<file path="src/rtl/fft_bitrev_collector.sv">
// rtl/fft_bitrev_collector.sv - ping-pong reorder buffer from bit-reversed FFT output to natural bin order
// Optional: define FFT_COLLECT_DROP_CNT_EN to add the drop_cnt saturating dropped-frame counter.
module fft_bitrev_collector #(
  parameter int N     = 32,
  parameter int LOG2N = 5,
  parameter int DW    = 18
) (
  input  logic                    clk,
  input  logic                    rst,
  input  logic                    in_valid,
  input  logic signed [DW-1:0]    in_re,
  input  logic signed [DW-1:0]    in_im,
  output logic                    out_valid,
  input  logic                    out_ready,
  output logic signed [DW-1:0]    out_re,
  output logic signed [DW-1:0]    out_im,
  output logic [LOG2N-1:0]        out_idx,
  output logic                    out_last,
  output logic                    overflow,
`ifdef FFT_COLLECT_DROP_CNT_EN
  output logic [7:0]              drop_cnt,
`endif
  input  logic                    ovf_clr
);

  typedef enum logic [1:0] {W_IDLE, W_FILL, W_DROP} wstate_t;
  typedef enum logic [1:0] {B_EMPTY, B_FULL, B_DRAIN} bank_t;

  localparam logic [LOG2N-1:0] IDX_ONE  = LOG2N'(1);
  localparam logic [LOG2N-1:0] LAST_IDX = LOG2N'(N - 1);

  // Bank select is the MSB of the address: bank 0 at 0..N-1, bank 1 at N..2N-1
  logic [2*DW-1:0]  mem [2*N];

  wstate_t          wstate;
  bank_t            bank_st [2];
  logic             wbank;
  logic             rbank;
  logic [LOG2N-1:0] wcnt;

  logic             xfer;
  logic             last_xfer;
  logic             start_ok;
  logic             drop_start;
  logic             mem_we;
  logic [LOG2N:0]   waddr;
  logic             rd_load;
  logic             rd_bank;
  logic [LOG2N-1:0] rd_addr;
  logic [2*DW-1:0]  rd_word;

  function automatic logic [LOG2N-1:0] bitrev(input logic [LOG2N-1:0] k);
    logic [LOG2N-1:0] r;
    for (int i = 0; i < LOG2N; i++) r[i] = k[LOG2N-1-i];
    return r;
  endfunction

  // Write-side decode; a bank being released by out_last this cycle counts as free
  always_comb begin
    xfer       = out_valid & out_ready;
    last_xfer  = xfer & out_last;
    start_ok   = (bank_st[wbank] == B_EMPTY) || (last_xfer && (rbank == wbank));
    drop_start = in_valid && (wstate == W_IDLE) && !start_ok;
    mem_we     = in_valid && (((wstate == W_IDLE) && start_ok) || (wstate == W_FILL));
    // wcnt is 0 in IDLE and bitrev(0) = 0, so one address expression covers both states
    waddr      = {wbank, bitrev(wcnt)};
  end

  // Read-side source selection: continue the current bank, or hop to the other bank on out_last
  always_comb begin
    rd_load = 1'b0;
    rd_bank = rbank;
    rd_addr = '0;
    if (last_xfer) begin
      rd_bank = ~rbank;
      rd_load = (bank_st[~rbank] == B_FULL);
    end else if (xfer) begin
      rd_load = 1'b1;
      rd_addr = out_idx + IDX_ONE;
    end else if (!out_valid && (bank_st[rbank] == B_FULL)) begin
      rd_load = 1'b1;
    end
    rd_word = mem[{rd_bank, rd_addr}];
  end

  // Sample storage; contents need no reset because bank state gates every read
  always_ff @(posedge clk) begin
    if (mem_we) mem[waddr] <= {in_re, in_im};
  end

  // Write FSM, bank bookkeeping, overflow flag and registered output stage
  always_ff @(posedge clk or posedge rst) begin
    if (rst) begin
      wstate     <= W_IDLE;
      bank_st[0] <= B_EMPTY;
      bank_st[1] <= B_EMPTY;
      wbank      <= 1'b0;
      rbank      <= 1'b0;
      wcnt       <= '0;
      overflow   <= 1'b0;
      out_valid  <= 1'b0;
      out_re     <= '0;
      out_im     <= '0;
      out_idx    <= '0;
      out_last   <= 1'b0;
`ifdef FFT_COLLECT_DROP_CNT_EN
      drop_cnt   <= '0;
`endif
    end else begin
      case (wstate)
        W_IDLE: begin
          if (in_valid) begin
            wcnt   <= IDX_ONE;
            wstate <= start_ok ? W_FILL : W_DROP;
          end
        end
        W_FILL: begin
          if (in_valid) begin
            if (wcnt == LAST_IDX) begin
              bank_st[wbank] <= B_FULL;
              wbank          <= ~wbank;
              wcnt           <= '0;
              wstate         <= W_IDLE;
            end else begin
              wcnt <= wcnt + IDX_ONE;
            end
          end
        end
        W_DROP: begin
          if (in_valid) begin
            if (wcnt == LAST_IDX) begin
              wcnt   <= '0;
              wstate <= W_IDLE;
            end else begin
              wcnt <= wcnt + IDX_ONE;
            end
          end
        end
        default: wstate <= W_IDLE;
      endcase

      // A drop in the same cycle as a clear keeps the flag set
      if (ovf_clr)    overflow <= 1'b0;
      if (drop_start) overflow <= 1'b1;

`ifdef FFT_COLLECT_DROP_CNT_EN
      if (ovf_clr)
        drop_cnt <= '0;
      else if (drop_start && (drop_cnt != 8'hFF))
        drop_cnt <= drop_cnt + 8'd1;
`endif

      // The freed bank is never the bank completed by the writer, so both updates coexist
      if (last_xfer) begin
        bank_st[rbank] <= B_EMPTY;
        rbank          <= ~rbank;
      end

      if (rd_load) begin
        out_valid <= 1'b1;
        out_re    <= rd_word[2*DW-1:DW];
        out_im    <= rd_word[DW-1:0];
        out_idx   <= rd_addr;
        out_last  <= (rd_addr == LAST_IDX);
        if (rd_addr == '0) bank_st[rd_bank] <= B_DRAIN;
      end else if (last_xfer) begin
        out_valid <= 1'b0;
      end
    end
  end

endmodule
</file>
<file path="config.mk">
export PLATFORM = sky130hd
export DESIGN_NAME = fft_bitrev_collector
export DESIGN_NICKNAME = d
export VERILOG_FILES = /design/src/rtl/fft_bitrev_collector.sv
export SDC_FILE = /design/constraint.sdc
export NUM_CORES = 2
export LEC_CHECK = 0
export CAP_MARGIN = 20
export CORE_MARGIN = 8
export CORE_UTILIZATION = 49
export CTS_CLUSTER_SIZE = 28
export DETAILED_ROUTE_END_ITERATION = 10
export SLEW_MARGIN = 20
export SYNTH_ARGS = -nofsm -noshare
export SYNTH_HDL_FRONTEND = slang
export SYNTH_SLANG_ARGS = --single-unit
</file>
<file path="constraint.sdc">
create_clock -name clk -period 4.2 [get_ports clk]
set_input_delay 0.84 -clock clk [delete_from_list [all_inputs] [get_ports clk]]
set_output_delay 0.84 -clock clk [all_outputs]
set_load 0.02 [all_outputs]
</file>
==> flow_metrics.py <==
metrics = {
    "route": {
        "firstDrtPassIters": 6,
        "wire_per_inst_um": 32.1,
        "vias": 58500,
        "avgViaCountPerCell": 6.36,
        "drc_errors": 0,
        "drt_iter0_drc": 7796,
        "routed_wl_um": 295000,
        "antenna_left": 0,
    },
    "yosys": {
        "yosysWarnings": 0,
        "synthDistinctLibCells": 82,
        "synthesis.nets": 6205,
        "synth_edf_count": 2304,
        "syn_inst": 6159,
        "synthTopCellsByArea": "edfxtp_1, nand2_1, mux4_2",
        "yosysTopAreaCell": "edfxtp_1",
        "yosysSeqAreaShare_pct": 75.5,
        "syn_avg_cell_area_um2": 15.2,
        "syn-cell-area_mm2": 0.0935,
        "synthArstFlopShare_pct": 2.41,
        "synth_ff_type": "edfxtp_1",
        "synth_top_area_share_pct": 74.0,
        "ys_ff_latch": 2361,
    },
    "cells_and_area": {
        "nFillCells": 14700,
        "stdcell_count": 9201,
        "fin_util_pct": 56.9,
        "syn2layout_area_growth_pct": 15.6,
        "nNetsFinal": 6523,
        "drive_gt1_share_pct": 15.7,
    },
    "clock_tree": {
        "cts_post_setup_buffers_inserted": 0,
        "cts_max_level": 4,
        "clk_pin_slew_ns": 0.06,
        "clock_latency_ns": 0.87,
        "clockBufferDepth": 3,
        "cts_root_buf": "clkbuf_16",
        "cts_resized": 0,
        "tritoncts": "done",
        "cts_buffers": 231,
        "clock_sinks": 2361,
        "cts_hold_buf": 0,
    },
    "power_and_ir_drop": {
        "p_sw_uw": 15700,
        "clkPwrFrac_pct": 35.8,
        "switching_share_pct": 27.8,
        "comb_power_share_pct": 17.4,
        "peakVddDrop_mv": 0.559,
        "total_leakage_power_uw": 0.0353,
        "power_density_mw_per_mm2": 524,
        "p_seq_share_pct": 46.8,
        "internal_power_uw": 40900,
    },
    "timing": {
        "tns_ns": 0,
        "final-setup-viol-count": 0,
        "fmax_mhz": 264,
        "layout_worst_path_cycle_share_pct": 90.3,
        "relSlewSlack_pct": 21.0,
        "finalWorstSetupSlack_ns": 0.407,
        "period_minus_slack_ns": 3.79,
        "slew_violations": 0,
        "tightest_slew_ns": 1.19,
        "finalHoldViolCount": 0,
        "hold_slack_ns": 0.408,
        "rsz0062_at_grt": "false",
        "skew_ns": 0.0320,
    },
    "grt": {
        "gr-total-overflow": 0,
        "grt_pass1_vias": 56500,
        "grt_usage_pct": 28.2,
        "grt_pass1_wl_um": 419000,
        "grt_max_degree": 125,
        "antenna_found_initial": 7,
    },
    "setup_path": {
        "cp-end-kind": "flip-flop",
        "cp.buffers_inverters": 5,
        "start_kind": "primary input",
        "slowest_delay_ns": 0.69,
        "critPathArrivalTime_ns": 4.52,
        "path_max_fanout": 26,
        "slowest_stage": "nor4_1",
        "reg2regPathDepth": 11,
        "cp_top_family": "buffers and inverters",
        "r2r_end": "out_im[3]$_DFFE_PP0P_",
        "cp_data_required_time_ns": 4.92,
        "rr_startpoint": "out_valid$_DFFE_PP0P_",
        "crit_chain": "clkdlybuf4s50_1, buf_4, nor4bb_4, buf_12, buf_12, mux4_2, and3_1, nor4_1, buf_4, o221ai_1",
        "reg2reg_setup_slack_ns": 0.41,
        "crit_type": "primary input to flip-flop",
    },
    "floorplanning": {
        "die_x_um": 453,
        "rows": 160,
        "core_area_mm2": 0.190,
        "initial_core_util_pct": 49.2,
        "pin_count": 85,
        "dieHeight_um": 453,
        "die_area_mm2": 0.205,
    },
    "placement": {
        "gp_congestion": 0.855,
        "numPlacedInstances": 8752,
        "hpwl_um": 170000,
        "place_ws_ns": -0.467,
        "port_buffers": 84,
    },
    "worst_hold_path": {
        "holdPathStages": 1,
        "min_from": "in_re[1]",
        "holdPathEnd": "mem[53][19]$_DFFE_PP_",
        "hp-class": "primary input to flip-flop",
    },
    "job": {
        "max_cap_viol_count": 0,
    },
    "outcome": {
        "status": "finished, final reports clean",
    },
}
==> area by class of cell <==
cell class                      instances  area (um2)  share of cell area [%]
Sequential cell                      2361       70600                    65.3
Antenna cell                            9        22.5                  0.0208
Inverter                               20        82.6                  0.0764
Clock inverter                        109        1030                   0.953
Timing Repair Buffer                  508        5600                    5.18
Multi-Input combinational cell       3355       21300                    19.7
Tap cell                             2511        3140                    2.91
Clock buffer                          328        6310                    5.84
==> cells in the final DEF (no fill, tap or decap), types with 135 or more instances in the layout <==
cell / n
a211oi_1: 168
o21ai_0: 140
a21oi_1: 153
buf_12: 135
nand3_1: 388
mux2i_1: 160
buf_4: 297
clkbuf_16: 231
edfxtp_1: 2304
nand2_1: 1130
==> power by group through the flow <==
stage	clock network (uW)	registers [uW]	logic (uW)
floorplan	0	26900	5680
global placement	0	27000	9710
detailed placement	0	27000	9810
CTS	20400	26500	9830
global route	21300	26500	10400
finish	20200	26500	9860
==> through the flow <==
stage	total power, uW	cell area [um2]
after detailed placement	36800	101000
after global placement	36800	101000
final	56600	108000
after global routing	58200	108000
after CTS	56800	108000
after floorplan	32600	93500
==> layer usage <==
layer	track usage, %	wire, um	part of all wire (%)
met5	0	11	0.0037
met4	10.2	11900	4.0
met3	5.32	29200	9.9
met2	44.4	137000	46
met1	39.6	117000	40
==> state kept, by name (all words and copies together) (netlist names) <==
signal,count
rbank,1
overflow,1
out_last,1
out_idx,5
mem,2304
out_re,18
wstate,2
bank_st,4
out_im,18
wbank,1
out_valid,1
wcnt,5
==> Yosys cell counts, types with 5 or more instances <==
cell	count
a2111oi_0	27
a211oi_1	168
a21boi_0	9
a21oi_1	153
a221o_1	23
a221oi_1	31
a22o_1	7
a22oi_1	40
a2bb2oi_1	8
a311oi_1	66
a31oi_1	134
a32oi_1	16
and2_1	75
and3_1	63
buf_1	30
buf_2	192
buf_4	33
buf_6	26
clkbuf_1	134
dfrtp_1	57
edfxtp_1	2304
ha_1	5
inv_1	18
mux2_2	72
mux2i_1	162
mux4_2	92
nand2_1	1135
nand2b_1	15
nand3_1	388
nand3b_1	5
nand4_1	36
nor2_1	119
nor2b_1	44
nor3_1	32
nor4_1	14
o2111ai_1	7
o211ai_1	20
o21ai_0	140
o221ai_1	16
o22ai_1	86
o31ai_1	25
o32a_1	6
o32ai_1	18
o41ai_1	7
or3_1	35
==> kinds of logic after synthesis <==
logic type / after synthesis / share of synthesized area [%]
flip-flops: 2361 / 75.5
adder cells (fa/ha/maj): 5 / 0.0669
AO/OA/AOI/OAI: 1041 / 7.68
buffers and inverters: 443 / 2.49
multiplexers: 326 / 4.82
AND/OR/NAND/NOR: 1977 / 9.38
XOR/XNOR: 6 / 0.0562
==> worst max-delay path by stage <==
| stage | cells after the start | slack [ns] | endpoint | startpoint |
|---|---|---|---|---|
| after floorplan | 8 | 0.08 | mem[62][0]$_DFFE_PP_ | out_ready |
| after global placement | 11 | -1.86 | out_im[13]$_DFFE_PP0P_ | out_ready |
| after detailed placement | 10 | -0.47 | out_im[0]$_DFFE_PP0P_ | out_ready |
| after CTS | 10 | 0.45 | out_im[0]$_DFFE_PP0P_ | out_ready |
| after global routing | 10 | 0.34 | out_im[0]$_DFFE_PP0P_ | out_ready |
| final | 10 | 0.41 | out_im[3]$_DFFE_PP0P_ | out_ready |
Power figures use the tool's default switching activity.
